==> src/rtl/fib_gen.sv <==
// Streaming Fibonacci generator: a start pulse captures a signed count n, then the
// first n Fibonacci numbers are emitted one per ready cycle, followed by a sticky done.
module fib_gen #(
    parameter int WIDTH = 32
) (
    input  logic                    __clock,
    input  logic                    __reset,
    input  logic                    __start,
    input  logic                    __ready,
    input  logic signed [WIDTH-1:0] n,
    output logic                    __done,
    output logic                    __valid,
    output logic signed [WIDTH-1:0] __output_0
);

    typedef enum logic [1:0] {
        IDLE = 2'd0,
        RUN  = 2'd1,
        DONE = 2'd2
    } state_e;

    state_e state_q, state_d;

    logic signed [WIDTH-1:0] a_q, a_d;
    logic signed [WIDTH-1:0] b_q, b_d;
    logic signed [WIDTH-1:0] count_q, count_d;
    logic signed [WIDTH-1:0] n_q, n_d;
    logic signed [WIDTH-1:0] out_q, out_d;
    logic                    valid_q, valid_d;
    logic                    done_q, done_d;
    logic                    emit_s;

    // Both operands are signed, so n <= 0 never emits a value.
    assign emit_s = (count_q < n_q);

    // State register.
    always_ff @(posedge __clock or posedge __reset) begin
        if (__reset) begin
            state_q <= IDLE;
        end else begin
            state_q <= state_d;
        end
    end

    // Next-state logic: start wins in every state, including a restart mid-run.
    always_comb begin
        state_d = state_q;
        if (__start) begin
            state_d = RUN;
        end else begin
            case (state_q)
                IDLE: state_d = IDLE;
                RUN: begin
                    if (__ready && !emit_s) begin
                        state_d = DONE;
                    end else begin
                        state_d = RUN;
                    end
                end
                DONE:    state_d = DONE;
                default: state_d = IDLE;
            endcase
        end
    end

    // Datapath and output next values; a low ready freezes everything.
    always_comb begin
        a_d     = a_q;
        b_d     = b_q;
        count_d = count_q;
        n_d     = n_q;
        out_d   = out_q;
        valid_d = valid_q;
        done_d  = done_q;
        if (__start) begin
            n_d     = n;
            a_d     = '0;
            b_d     = WIDTH'(1);
            count_d = '0;
            valid_d = 1'b0;
            done_d  = 1'b0;
        end else if ((state_q == RUN) && __ready) begin
            if (emit_s) begin
                out_d   = a_q;
                valid_d = 1'b1;
                a_d     = b_q;
                b_d     = a_q + b_q;
                count_d = count_q + WIDTH'(1);
            end else begin
                valid_d = 1'b0;
                done_d  = 1'b1;
            end
        end else begin
            valid_d = valid_q;
            done_d  = done_q;
        end
    end

    // Datapath and registered outputs.
    always_ff @(posedge __clock or posedge __reset) begin
        if (__reset) begin
            a_q     <= '0;
            b_q     <= WIDTH'(1);
            count_q <= '0;
            n_q     <= '0;
            out_q   <= '0;
            valid_q <= 1'b0;
            done_q  <= 1'b0;
        end else begin
            a_q     <= a_d;
            b_q     <= b_d;
            count_q <= count_d;
            n_q     <= n_d;
            out_q   <= out_d;
            valid_q <= valid_d;
            done_q  <= done_d;
        end
    end

    assign __done     = done_q;
    assign __valid    = valid_q;
    assign __output_0 = out_q;

endmodule

==> config.mk <==
export PLATFORM = sky130hd
export DESIGN_NAME = fib_gen
export DESIGN_NICKNAME = d
export VERILOG_FILES = /design/src/rtl/fib_gen.sv
export SDC_FILE = /design/constraint.sdc
export NUM_CORES = 1
export LEC_CHECK = 0
export ABC_CLOCK_PERIOD_IN_PS = 6200
export BUFFER_PORTS_ARGS = -buffer_cell sky130_fd_sc_hd__buf_2
export CAP_MARGIN = 20
export CORE_AREA = 2 2 130 132
export CTS_BUF_LIST = sky130_fd_sc_hd__clkbuf_4 sky130_fd_sc_hd__clkbuf_8
export DETAILED_ROUTE_END_ITERATION = 10
export DIE_AREA = 0 0 132 134
export GPL_TIMING_DRIVEN = 0
export HOLD_SLACK_MARGIN = 0.06
export PLACE_DENSITY = 0.73
export SLEW_MARGIN = 20
export SYNTH_ARGS = -nofsm -noshare
export SYNTH_HDL_FRONTEND = slang
export SYNTH_SLANG_ARGS = --single-unit
==> constraint.sdc <==
create_clock -name __clock -period 6.2 [get_ports __clock]
set_clock_uncertainty 0.1 [all_clocks]
set_input_delay 0.31 -clock __clock [delete_from_list [all_inputs] [get_ports __clock]]
set_output_delay 0.31 -clock __clock [all_outputs]
set_load 0.1 [all_outputs]
==> metrics.md, run 1 <==
| Metric | Value |
|---|---|
| CP Data Arrival Time | slightly above 4 ns |
| RSZ-0062 raised after global routing | no |
| Vias in the first global route | 6824 |
| Worst r2r src | count_q[1] |
| Port buffer count | 68 |
| Period utilization | 61.1% |
| ANT nets after route | 0 |
| Max cap viols | 0 |
| Die W | 132 µm |
| Seq/Total Area, Yosys | 46.4% |
| Initial drt markers | 431 |
| # DRC | 0 |
| Nets | 1154 |
| # Post-CTS Setup Buffers | 0 |
| Primary FF master, synth | dfrtp_1 |
| Initial antenna violation count | 0 |
| FF+latch count, synth | ~160 |
| Clock Tree Root | clkbuf_8 |
| R2r setup slk | 2.41 ns |
| Final instance area | 10300 µm² |
| Mapped Nets | between 1000 and 1500 |
| CTS max path bufs | 2 |
| Slew HR | 58.4% |
| DRT Pass-1 Iters | 5 |
| All-Layer GR Usage | a little under a quarter |
| Syn Area/Cell | roughly 9.5 µm² |
| CTS clk-pin slew, worst paths | 0.09 ns |
| Critical path launch point | count_q[1] |
| First-pass GRT wire length | 33.3 mm |
| Placer Congestion | 0.879 |
| Status | finished, final reports clean |
| DP Cell Count | 1219 |
| Yosys cell types | 56 |
| Max Slew Vio Count | 0 |
| Final Util | 63.5% |
| Routed len/inst | 15.5 µm |
| Core area | 16300 µm² |
| Antenna Cells | 0 |
| Largest net degree at the start of global routing | 88 |
| Critical Path Fanout Max | 10 |
| Startpoint types | register |
| Gr ovfl total | 0 |
| CP Capture Type | register |
| # fillers | between 1000 and 1500 |
| CTS Buf Count | 17 |
| Worst path max stage delay | approximately 0.46 ns |
| Hold Startpoint | __start |
| Worst-margin pin slew | 0.619 ns |
| Share of layout cells above drive strength 1 | 12.4% |
| Vias/cell | 5.45 |
| CP max stage cell | mux2i_1 |
| CP dominant cell by count | buf_2 |
| Worst skew pair latency | 0.46 ns |
| Routed Wire Length | 19.9 mm |
| Post-placement cell area | about 9500 µm² |
| Syn Inst Count | 930 |
| Clock sink count | 164 |
| Vias | 7002 |
| Ys async rst share | 100% |
| Leak pwr | 5.19 nW |
| Commonest non-fill, non-tap cell in the layout | nand2_1 |
| Post-DP HPWL | between 10 and 15 mm |
| H-tree levels | 4 |
| Area Overhead vs Synth | 16.8% |
| CTS tree | yes |
| Peak supply drop | 168 µV |
| Hold Fails Final Rpt | 0 |
| Mapped Area | 8850 µm² |
| Power Dens Cells | ~220 nW/µm² |
| Final min period | about 3.8 ns |
| Die area | 17700 µm² |
| Site Rows | 47 |
| I/O Pins | 70 |
| CP cell instances | ha_1 -> a21o_1 -> a211oi_1 -> o31a_1 -> o21ai_1 -> a211oi_4 -> mux2i_1 -> buf_2 -> buf_2 -> buf_2 -> nand2_1 -> a21oi_1 |
| Hold Path Class | in2reg |
| Final Setup Violations | 0 |
| Die Ht | 134 µm |
| Worst EP required | 6.47 ns |
| Post-synth EDFFs | 0 |
| Power after layout | 2.31 mW |
| Initial core utilization | 54.3% |
| Fin cells | 1285 |
| Commonest non-fill, non-tap cells in the layout | nand2_1, dfrtp_1, a21oi_1 |
| Achievable frequency | 264 MHz |
| Setup CP Type | reg2reg |
| Synth warn | 0 |
| WHS | around 0.18 ns |
## worst max-delay path: cells and delay by family, from the launching register on
family	cells	cell delay, ns
fa+ha+maj	1	0.31
simple gates	1	0.10
compound gates	6	1.32
flops	1	0.43
buf+inv	3	0.97
mux	1	0.46
## power by group
part | internal [mW] | switching (mW)
registers | 1.10 | 0.0133
logic | 0.0739 | 0.163
clock network | 0.565 | 0.394
## Yosys cell counts (all sizes together) (12+ instances only)
master,n,area share [%]
ha,65,9.2
xor2,29,2.9
a21oi,99,5.6
nand3,21,1.2
nand2,172,7.3
buf,23,1.4
nor2,44,1.9
mux2,34,4.3
inv,43,1.8
a21o,27,2.3
dfrtp,163,46
o21ai,51,2.9
nand4,20,1.4
or3,12,0.85
clkbuf,19,0.81
xnor2,23,2.3
## metrics by stage
step | worst slack [ns] | setup TNS [ns]
finish | 2.41 | 0
CTS | 2.45 | 0
global route | 2.17 | 0
detailed placement | 2.49 | 0
floorplan | 1.36 | 0
global placement | -0.531 | -84.96
## state kept, by name (all words and copies together), names as in the netlist
name,flops
__done,1
count_q,32
__valid,1
__output_0,32
n_q,32
b_q,32
state_q,2
a_q,32
## cell families (layout without fill, tap and decap cells)
family          after synthesis  count (layout)  share of synthesized area [%]
flops                       164             164                           46.4
compound gates              216             216                           14.5
mux                          35              35                           4.44
xor+xnor                     52              52                           5.14
simple gates                312             312                           16.0
buf+inv                      85             220                           4.07
fa+ha+maj                    66              66                           9.41
## repair_timing
action / 4_1_cts / 5_1_grt
hold buffers: 34 / 0
hold endpoints to repair: 110 / 0
resized for setup: 0 / 0
## final timing paths
check,to,cells after the start
max in group asynchronous,a_q[23],4
max,a_q[7],12
max reg2reg,a_q[7],12
min reg2reg,__output_0[22],1
min in group asynchronous,n_q[5],3
min,n_q[28],2
## area by class of cell
cell class | instances | area (µm²) | area share (%)
Inverter | 43 | 169 | 1.63
Buffer | 42 | 199 | 1.92
Timing Repair Buffer | 103 | 708 | 6.85
Multi-Input combinational cell | 681 | 4390 | 42.4
Clock inverter | 9 | 198 | 1.91
Sequential cell | 164 | 4110 | 39.7
Clock buffer | 23 | 298 | 2.88
Tap cell | 220 | 275 | 2.66
## per-layer routing
layer / vias up / share of wire [%] / GRT usage, %
met2: 128 / 50 / 40.3
met1: 3384 / 46 / 30.6
met3: 22 / 3.0 / 3.17
met4: 0 / 1.5 / 7.43
met5: - / 0 / 0
li1: 3468 / - / -
(Power assumes the default switching activity.)
==> run 2: changes to the inputs <==
ABC_CLOCK_PERIOD_IN_PS = 3100   (was 6200)
PLACE_DENSITY = 0.76   (was 0.73)
clock period = 3.1 ns   (was 6.2 ns; I/O delays follow)
==> metrics.md, run 2 (synthesis gave the netlist of run 1 again) <==
| Metric | Value |
|---|---|
| Final instance area | 11600 µm² (was 10300 µm²) |
| Initial antenna violation count | 0 (unchanged) |
| RSZ-0062 raised after global routing | yes (was no) |
| Post-placement setup slack | -0.557 ns (was 2.49 ns) |
| Port buffer count | 68 (unchanged) |
| Hold Fails Final Rpt | 0 (unchanged) |
| Initial core utilization | 54.3% (unchanged) |
| First-pass GRT wire length | 35.4 mm (was 33.3 mm) |
| Startpoint types | register (unchanged) |
| Worst-margin pin slew | 0.812 ns (was 0.619 ns) |
| ANT nets after route | 0 (unchanged) |
| CTS tree | yes (unchanged) |
| DRT Pass-1 Iters | 7 (was 5) |
| GR Layer Usage met1 | 32.0% (was 30.6%) |
| Critical Path Fanout Max | 8 (was 10) |
| Commonest non-fill, non-tap cells in the layout | dfrtp_1, nand2_1, a21oi_1 (was nand2_1, dfrtp_1, a21oi_1) |
| CTS max path bufs | 2 (unchanged) |
| Die area | 17700 µm² (unchanged) |
| Final Setup Violations | 8 (was 0) |
| Commonest non-fill, non-tap cell in the layout | dfrtp_1 (was nand2_1) |
| Fin cells | 1333 (was 1285) |
| Vias/cell | 5.70 (was 5.45) |
| Worst EP required | 3.38 ns (was 6.47 ns) |
| Vias in the first global route | 7282 (was 6824) |
| Routed Wire Length | 22.9 mm (was 19.9 mm) |
| Period utilization | 102% (was 61.1%) |
| Failing checks | negative setup slack |
| Clock sink count | 164 (unchanged) |
| DP Cell Count | 1224 (was 1219) |
| GR peak layer | met2 (unchanged) |
| Achievable frequency | 317 MHz (was 264 MHz) |
| Max Slew Vio Count | 0 (unchanged) |
| Initial drt markers | 579 (was 431) |
| Area Overhead vs Synth | 30.8% (was 16.8%) |
| Status | finished with violations (was finished, final reports clean) |
| # DRC | 0 (unchanged) |
| Site Rows | 47 (unchanged) |
| Routed len/inst | 17.2 µm (was 15.5 µm) |
| All-Layer GR Usage | 24.8% (was 23.3%) |
| Post-placement cell area | 9620 µm² (was 9500 µm²) |
| Core area | 16300 µm² (unchanged) |
| R2r setup slk | -0.05 ns (was 2.41 ns) |
| Vias | 7603 (was 7002) |
| H-tree levels | 4 (unchanged) |
| Clock Tree Root | clkbuf_8 (unchanged) |
| CP Data Arrival Time | 3.43 ns (was 4.06 ns) |
| Nets | 1204 (was 1154) |
| Final setup TNS | -0.227 ns (was 0 ns) |
| Gr ovfl total | 0 (unchanged) |
| Post-DP HPWL | 14.3 mm (was 13.8 mm) |
| Post-layout worst setup margin | -0.0526 ns (was 2.41 ns) |
| Power after layout | 4.79 mW (was 2.31 mW) |
| Met3 Track Usage GR | 3.67% (was 3.17%) |
| Antenna Cells | 0 (unchanged) |
| Slew HR | 45.8% (was 58.4%) |
| Die W | 132 µm (unchanged) |
| Largest net degree at the start of global routing | 32 (was 88) |
| CTS Buf Count | 17 (unchanged) |
| Leak pwr | 5.77 nW (was 5.19 nW) |
| Setup CP Type | reg2reg (unchanged) |
| Die Ht | 134 µm (unchanged) |
| Worst skew pair latency | 0.47 ns (was 0.46 ns) |
| Hold Path Class | in2async (was in2reg) |
| Power Dens Cells | 414 nW/µm² (was 223 nW/µm²) |
| Final min period | 3.15 ns (was 3.79 ns) |
| CTS clk-pin slew, worst paths | 0.08 ns (was 0.09 ns) |
| CP Capture Type | register (unchanged) |
| Max cap viols | 0 (unchanged) |
| I/O Pins | 70 (unchanged) |
| Share of layout cells above drive strength 1 | 23.2% (was 12.4%) |
| GR Util met2 | 43.1% (was 40.3%) |
| Peak supply drop | 281 µV (was 168 µV) |
| Placer Congestion | 0.917 (was 0.879) |
==> run 2: changes by cell type in the layout (fill, tap and decap cells not counted), sizes merged <==
cell         before  now
inv              43   42
clkinvlp          1    3
nand3            21   22
clkinv            2    1
clkbuf           42   43
dlygate4sd3      34   44
buf              92  128
==> run 2: worst max-delay path, cell delays in order, from the launching register on <==
cell	delay, ns
dfrtp_1	0.42
ha_4	0.23
a21o_1	0.18
a21o_1	0.20
a21oi_2	0.14
o21a_1	0.17
o21ai_2	0.10
a211oi_4	0.30
buf_4	0.18
mux2_4	0.23
buf_8	0.17
buf_4	0.12
nand2_1	0.04
or3_1	0.31
a31oi_1	0.18
==> run 2: metal layers <==
metal	routed length (µm)	up-vias
met1	9650	3719
met2	11500	252
met3	1180	54
met4	601	0
met5	0	-
li1	-	3578
==> run 2: final timing paths <==
| check | endpoint | depth (start not counted) | start |
|---|---|---|---|
| max | b_q[25] | 14 | count_q[21] |
| min | n_q[2] | 3 | __reset |
| max reg2reg | b_q[25] | 14 | count_q[21] |
| min reg2reg | __output_0[22] | 1 | __output_0[22] |
| max in group asynchronous | b_q[21] | 6 | __reset |
| min in group __clock | n_q[0] | 2 | __start |
==> run 2: timing repair <==
item                                    4_1_cts  5_1_grt
hold buffers                                 44        0
hold endpoints to repair                     93        0
pin swaps                                    12       43
cloned                                        0        4
buffers inserted                             13       21
resized for setup                            34      134
endpoints found under the setup margin      124      123
==> run 2: metrics by stage <==
step / utilization, % / hold WS (ns)
final: 71.1 / 0.167
after detailed placement: 59.1 / 0.128
after CTS: 66.2 / 0.166
after global placement: 58.2 / 0.259
after global routing: 71.1 / 0.190
after floorplan: - / 0.176
==> run 2: where the power goes <==
part | internal (mW) | switching, mW | total, mW
Combinational | 0.278 | 0.396 | 0.675
Clock | 1.10 | 0.789 | 1.89
Sequential | 2.19 | 0.0315 | 2.23
==> run 2: area by class of cell <==
class	count	area [µm²]
Sequential cell	164	4110
Buffer	41	328
Clock inverter	9	200
Tap cell	220	275
Fill cell	1145	4710
Timing Repair Buffer	153	1280
Inverter	43	165
Multi-Input combinational cell	682	4930
Clock buffer	21	283
